==> config.mk <==
export PLATFORM = sky130hd
export DESIGN_NAME = hazard_scoreboard
export DESIGN_NICKNAME = d
export VERILOG_FILES = /design/src/rtl/hazard_scoreboard.sv
export SDC_FILE = /design/constraint.sdc
export NUM_CORES = 1
export LEC_CHECK = 0
export CORE_ASPECT_RATIO = 1.25
export CORE_MARGIN = 5
export CORE_UTILIZATION = 55
export CTS_CLUSTER_DIAMETER = 50
export DETAILED_ROUTE_END_ITERATION = 10
export GPL_TIMING_DRIVEN = 0
export PLACE_DENSITY = 0.84
export SETUP_SLACK_MARGIN = 0.4
export SLEW_MARGIN = 20
export SYNTH_ARGS = -nofsm -noshare
export SYNTH_HDL_FRONTEND = slang
export SYNTH_SLANG_ARGS = --single-unit
==> constraint.sdc <==
create_clock -name clk -period 7.2 [get_ports clk]
set_clock_uncertainty 0.05 [all_clocks]
set_input_delay 1.44 -clock clk [delete_from_list [all_inputs] [get_ports clk]]
set_output_delay 1.44 -clock clk [all_outputs]
set_load 0.01 [all_outputs]
==> src/rtl/hazard_scoreboard.sv <==
// rtl/hazard_scoreboard.sv - D-stage hazard scoreboard: in-flight writer tracking, stall, forwarding selects, MD busy
module hazard_scoreboard #(
    parameter int NSTAGE  = 3,
    parameter int TW      = 2,
    parameter int SELW    = 2,
    parameter int MUL_LAT = 5,
    parameter int DIV_LAT = 10
) (
    input  logic            clk,
    input  logic            reset,
    input  logic            d_valid,
    input  logic [4:0]      d_rs,
    input  logic [4:0]      d_rt,
    input  logic [TW-1:0]   d_rs_use,
    input  logic [TW-1:0]   d_rt_use,
    input  logic [4:0]      d_tar,
    input  logic [TW-1:0]   d_tnew,
    input  logic            d_md_start,
    input  logic            d_md_div,
    input  logic            d_md_use,
    input  logic            flush,
    output logic            stall,
    output logic [SELW-1:0] fwd_rs_sel,
    output logic [SELW-1:0] fwd_rt_sel,
    output logic            md_busy
);

    localparam int MDW = $clog2(DIV_LAT + 1);

    logic [NSTAGE-1:0] r_v;
    logic [4:0]        r_tar  [NSTAGE];
    logic [TW-1:0]     r_tnew [NSTAGE];
    logic [MDW-1:0]    r_md_cnt;

    logic [4:0]        w_src  [2];
    logic [TW-1:0]     w_use  [2];
    logic              w_hit  [2];
    logic [TW-1:0]     w_tnew [2];
    logic [SELW-1:0]   w_idx  [2];
    logic              w_haz  [2];
    logic [SELW-1:0]   w_sel  [2];
    logic              w_md_stall;
    logic              w_issue;

    assign w_src[0] = d_rs;
    assign w_src[1] = d_rt;
    assign w_use[0] = d_rs_use;
    assign w_use[1] = d_rt_use;

    // Scan oldest to youngest so the youngest matching writer overrides older ones.
    always_comb begin
        for (int s = 0; s < 2; s++) begin
            w_hit[s]  = 1'b0;
            w_tnew[s] = '0;
            w_idx[s]  = '0;
            for (int k = NSTAGE - 1; k >= 0; k--) begin
                if (w_src[s] != 5'd0 && r_v[k] && r_tar[k] == w_src[s]) begin
                    w_hit[s]  = 1'b1;
                    w_tnew[s] = r_tnew[k];
                    w_idx[s]  = SELW'(k + 1);
                end
            end
            w_haz[s] = w_hit[s] && (w_tnew[s] > w_use[s]);
            w_sel[s] = (w_hit[s] && w_tnew[s] == '0) ? w_idx[s] : '0;
        end
    end

    assign md_busy    = (r_md_cnt != '0);
    assign w_md_stall = d_md_use & md_busy;
    assign stall      = d_valid & (w_haz[0] | w_haz[1] | w_md_stall);
    assign w_issue    = d_valid & ~stall & ~flush;
    assign fwd_rs_sel = w_sel[0];
    assign fwd_rt_sel = w_sel[1];

    always_ff @(posedge clk) begin
        if (!reset) begin
            r_v      <= '0;
            r_md_cnt <= '0;
            for (int k = 0; k < NSTAGE; k++) begin
                r_tar[k]  <= '0;
                r_tnew[k] <= '0;
            end
        end else begin
            r_v[0]    <= w_issue;
            r_tar[0]  <= w_issue ? d_tar  : 5'd0;
            r_tnew[0] <= w_issue ? d_tnew : '0;
            for (int k = 1; k < NSTAGE; k++) begin
                r_v[k]    <= r_v[k-1];
                r_tar[k]  <= r_tar[k-1];
                r_tnew[k] <= (r_tnew[k-1] != '0) ? r_tnew[k-1] - TW'(1) : '0;
            end
            if (w_issue && d_md_start) begin
                r_md_cnt <= d_md_div ? MDW'(DIV_LAT) : MDW'(MUL_LAT);
            end else if (r_md_cnt != '0) begin
                r_md_cnt <= r_md_cnt - MDW'(1);
            end
        end
    end

endmodule
==> Yosys cells after proc, flatten, opt, wreduce, memory -nomap -nowiden <==
Memories as Yosys holds them, arrays and structs flattened.
Index checks and enable logic that the tools add are counted.
Widths: inputs -> output; s select.
{ "word_totals": {"ram_bits": 21, "input_bits": 28, "output_inout_bits": 6, "n_memories": 2, "wordCells": 89, "register_bits": 7} }
{ "classes": {"n_reduce_logical": 25, "magnitude_cmp": 2, "eq_ne": 6, "muxes": 35, "addsub": 3, "bitwise": 14} }
{ "memory_table": {"columns": ["memory", "words", "width", "rd", "rd_ports_with_merged_regs", "write_ports", "line", "source"], "rows": [
  ["r_tar", 3, 5, 3, 0, 3, "31", "logic [4:0] r_tar [NSTAGE];"],
  ["r_tnew", 3, 2, 3, 0, 3, "32", "logic [TW-1:0] r_tnew [NSTAGE];"]
]} }
{ "ops": {"columns": ["cell", "n"], "rows": [
  ["$mux 2", 20],
  ["$eq 5x5->1", 6],
  ["$mux 5", 4],
  ["$logic_and 1x1->1", 17],
  ["$mux 4", 3],
  ["$reduce_bool 5->1", 2],
  ["$mux 1", 8],
  ["$or 1x1->1", 8],
  ["$reduce_bool 2->1", 3],
  ["$and 1x1->1", 4],
  ["$gt 2x2->1", 2],
  ["$logic_not 2->1", 2],
  ["$reduce_bool 4->1", 1],
  ["$sub 2x1->2 const B", 2],
  ["$sub 4x1->4 const B", 1],
  ["$not 1->1", 2]
]} }

==> Logic depth before layout (Yosys ltp) <==
{ "depth": {"ltp_word": 16, "depth_mapped": 14, "mapped_depth_nobuf": 13} }

==> Worst setup path after synthesis <==
OpenSTA, ideal clock, no wires.
{ "synth_path": {"path_kind": "input to output", "start": "input port d_rs[1]", "end": "output port stall", "slack_ns": 2.123, "stages": 10, "required_time_ns": 5.710, "arrival_time_ns": 3.587, "n_path_buf": 0, "path_cell_list": "or4_4 > nor2_4 > nor4_2 > and3_1 > o31a_1 > ha_1 > a21oi_1 > a21oi_1 > o31ai_4 > a31oi_1"} }
{ "synth_between": {"elab_chain_len": 11, "elab_cells_between_ends": 21, "cone_classes": "order compare (1); eq/ne (3); mux (6); bitwise (3); reduce/logical (8)"} }
{ "synth_rtl": {"columns": ["item", "line", "source"], "rows": [
  ["start: declaration", "12", "input logic [4:0] d_rs,"],
  ["$reduce_bool 5->1", "57", "if (w_src[s] != 5'd0 && r_v[k] && r_tar[k] == w_src[s]) begin"],
  ["$logic_and 1x1->1 (2 in series)", "57", null],
  ["$mux 2 (3 in series)", "57", null],
  ["$gt 2x2->1", "63", "w_haz[s] = w_hit[s] && (w_tnew[s] > w_use[s]);"],
  ["$logic_and 1x1->1 *", "63", null],
  ["$or 1x1->1 * (2 in series)", "70", "assign stall = d_valid & (w_haz[0] | w_haz[1] | w_md_stall);"],
  ["$and 1x1->1 *", "70", null],
  ["end: declaration", "22", "output logic stall,"]
]} }
Mark *: on every way between the ends. The rest lies on a longest branch, timed or not.

==> Worst setup path after layout <==
{ "layout_path": {"start": "input port d_rt[1]", "end": "output port stall"} }
{ "layout_between": {"elab_chain_len": 11, "elab_cells_between_ends": 21, "cone_classes": "order compare (1); eq/ne (3); mux (6); bitwise (3); reduce/logical (8)"} }
{ "layout_rtl": {"columns": ["item", "line", "source"], "rows": [
  ["start: declaration", "13", "input logic [4:0] d_rt,"],
  ["$reduce_bool 5->1", "57", null],
  ["$logic_and 1x1->1 (2 in series)", "57", null],
  ["$mux 2 (3 in series)", "57", null],
  ["$gt 2x2->1", "63", null],
  ["$logic_and 1x1->1 *", "63", null],
  ["$or 1x1->1 * (2 in series)", "70", null],
  ["$and 1x1->1 *", "70", null]
]} }
Marks and branches as above.

==> results.toml <==
[outcome]
outcome = "completed"

[pwr]
seq_power_share = 0.441
p_leak_nw = 0.813
clkPwrFrac = 0.247
p_int_mw = 0.294
powerDensity_nw_per_um2 = 194
pwr-share-comb = 0.312
p_total_mw = 0.415
switchingPower_mw = 0.121
netSwitchingFraction = 0.290
peakVddDrop_uv = 188

[clock_tree]
cts_resized = 0
htree_num_levels = 1
cts_buffers = 3
post_cts_buffers = 0
cts_buffer_depth = 2
holdBufCountCts = 0
clk_latency_ps = 330
clk_pin_slew_worst_paths_ps = 140
cts-root-buf = "clkbuf_4"
cts_tree = "built"
cts_num_sinks = 28

[logic_synthesis]
yosysTopAreaCell = "dfxtp_1"
synth.top_cells.by_count = "dfxtp_1, xnor2_1, and2_1, inv_1, nand2_1"
syn_avg_cell_area_um2 = 9.39
synth_mux_area_frac = 0.0351
synth_fa_ha_area_frac = 0.0586
async_flop_share = 0
synth_compound_area_frac = 0.0681
yosys.area_share.simple = 0.307
synth_area_um2 = 1710
synth_top_family_by_area = "simple AND/OR/NAND/NOR gates"
yosysMostFrequentCell = "dfxtp_1"
syn_nets = 218
yosys_warnings = 0
synth.top_cell.area_share = 0.328
synth_xor_area_frac = 0.164
synth_edf_count = 0
netlist-cell-type-count = 35
synth_area_leaders = "dfxtp_1, xnor2_1, and2_1"
ys_seq_area_frac = 0.328
syn_inst = 182
synth_ff_type = "dfxtp_1"
ys_ff_latch = 28

[drt]
via_per_inst = 5.39
via_count = 1375
detail-route-antenna-nets = 0
wl_um = 3660
drtPass1Iterations = 4
drc = 0
drt-wirelength-per-cell_um = 14.3
dr.first_iter.drc_count = 49

[setup_path]
critPathMaxFanout = 5
critical_path_required_ps = 5710
reg2regPathDepth = 12
critPathCaptureType = "output pin"
critPathKind = "in -> out"
critPathArrivalTime_ps = 4750
critPathLaunchType = "input pin"

[placed_design]
port_buffers = 33
place_congestion = 0.893
hpwl_um = 3070

[timing]
setup_viol = 0
rsz0062_at_grt = "false"
relSlewSlack = 0.635
slew_viol_final = 0
setup_tns_ps = 0
min_period_ps = 6240
fin_crit_sh = 0.866
worst_pin_slew_ps = 543
hold_viol = 0
fmax_mhz = 160

[floorplanning]
die_h_um = 72.3
die_x_um = 59.9
ioPinCount = 34
core-area_um2 = 2970
dieArea_um2 = 4330
initial_core_util = 0.575
num_rows = 22

[grt]
grt_pass1_vias = 1480
gr-total-overflow = 0
grt_max_degree = 17
track_usage = 0.193
grt_pass1_wl_um = 6510
antenna_found_initial = 0

[worst_hold_path]
hp-class = "reg -> reg"
hold_path_depth = 1

[finish]
drive_gt1_frac = 0.0776
nets = 256
area_delta_synth_final_pct = 25.0
antenna_cells = 0

[run]
drv_cap = 0
-- final timing paths --
| path | startpoint | to | slack, ps |
|---|---|---|---|
| setup / recovery | d_rt[1] | stall | 960 |
| hold / removal | r_tnew[0][2] | r_tnew[0][4] | 410 |
| setup reg to reg | r_tar[0][5] | r_tar[0][4] | 4220 |
| hold reg to reg | r_tnew[0][2] | r_tnew[0][4] | 410 |
-- cell type report --
| class | instances | area (um^2) |
|---|---|---|
| Multi-Input combinational cell | 137 | 1080 |
| Inverter | 14 | 52.6 |
| Fill cell | 245 | 836 |
| Timing Repair Buffer | 33 | 330 |
| Sequential cell | 28 | 561 |
| Buffer | 3 | 15.0 |
| Clock inverter | 1 | 30.0 |
| Clock buffer | 3 | 22.5 |
| Tap cell | 36 | 45.0 |
-- cells in the final DEF (no fill, tap or decap), types with 2 or more instances in the layout --
cell type	count
ha_1	8
nand2b_1	3
nor3_1	5
and2_1	20
clkdlybuf4s50_1	33
a21oi_1	5
or4_4	2
nor4_4	3
nor2_1	10
o21ai_0	2
and3_1	2
inv_1	14
xnor2_1	23
clkbuf_4	3
or3_1	2
xor2_1	9
mux2i_1	6
dfxtp_1	28
nand4_1	6
nor4b_1	2
nor4_2	2
o31a_1	2
nor3b_1	2
o31ai_4	2
nand2_1	11
clkbuf_1	2
-- worst max-delay path, cell delays in order --
cell and delay (ps):
clkdlybuf4s50_1 520, or4_4 620, nor2_8 160, nor4_4 90, mux2i_1 130, o21ai_0 330, inv_1 80, ha_1 270
a21oi_1 250, o31ai_4 130, a31oi_1 150, clkdlybuf4s50_1 560
-- stage by stage --
step / hold WS [ps] / std cells / worst slack (ps) / cell area (um^2) / utilization
after global placement: 387 / 251 / 1000 / 2080 / 0.701
final: 411 / 255 / 962 / 2140 / 0.719
after global routing: 427 / 255 / 777 / 2140 / 0.719
after detailed placement: 389 / 251 / 952 / 2080 / 0.701
after floorplan: 363 / 182 / 2120 / 1710 / -
after CTS: 414 / 255 / 956 / 2140 / 0.719
-- state kept, by name, summed over array words and instances (netlist names) --
name,cells
r_tnew,6
r_v,3
r_tar,15
r_md_cnt,4
-- power groups by stage --
stage / logic (mW) / clock network (mW) / registers (mW)
final: 0.130 / 0.102 / 0.183
after global routing: 0.148 / 0.113 / 0.186
after CTS: 0.132 / 0.105 / 0.183
after detailed placement: 0.131 / 0 / 0.186
after global placement: 0.124 / 0 / 0.185
after floorplan: 0.0845 / 0 / 0.182
-- logic make-up after synthesis --
family,after synthesis
and+or+nand+nor,77
xor gates and xnor gates,32
DFF,28
buffers and inverters,17
AOI/OAI and AO/OA,14
adders and majority gates,8
muxes,6
-- metal layers --
metal / vias up / routed length (um) / track usage
met1: 626 / 1370 / 0.216
met5: - / 0 / 0
met3: 9 / 241 / 0.0320
li1: 694 / - / -
met2: 46 / 1960 / 0.352
met4: 0 / 86 / 0.0764
No activity file was read; power rests on OpenSTA's default activity.
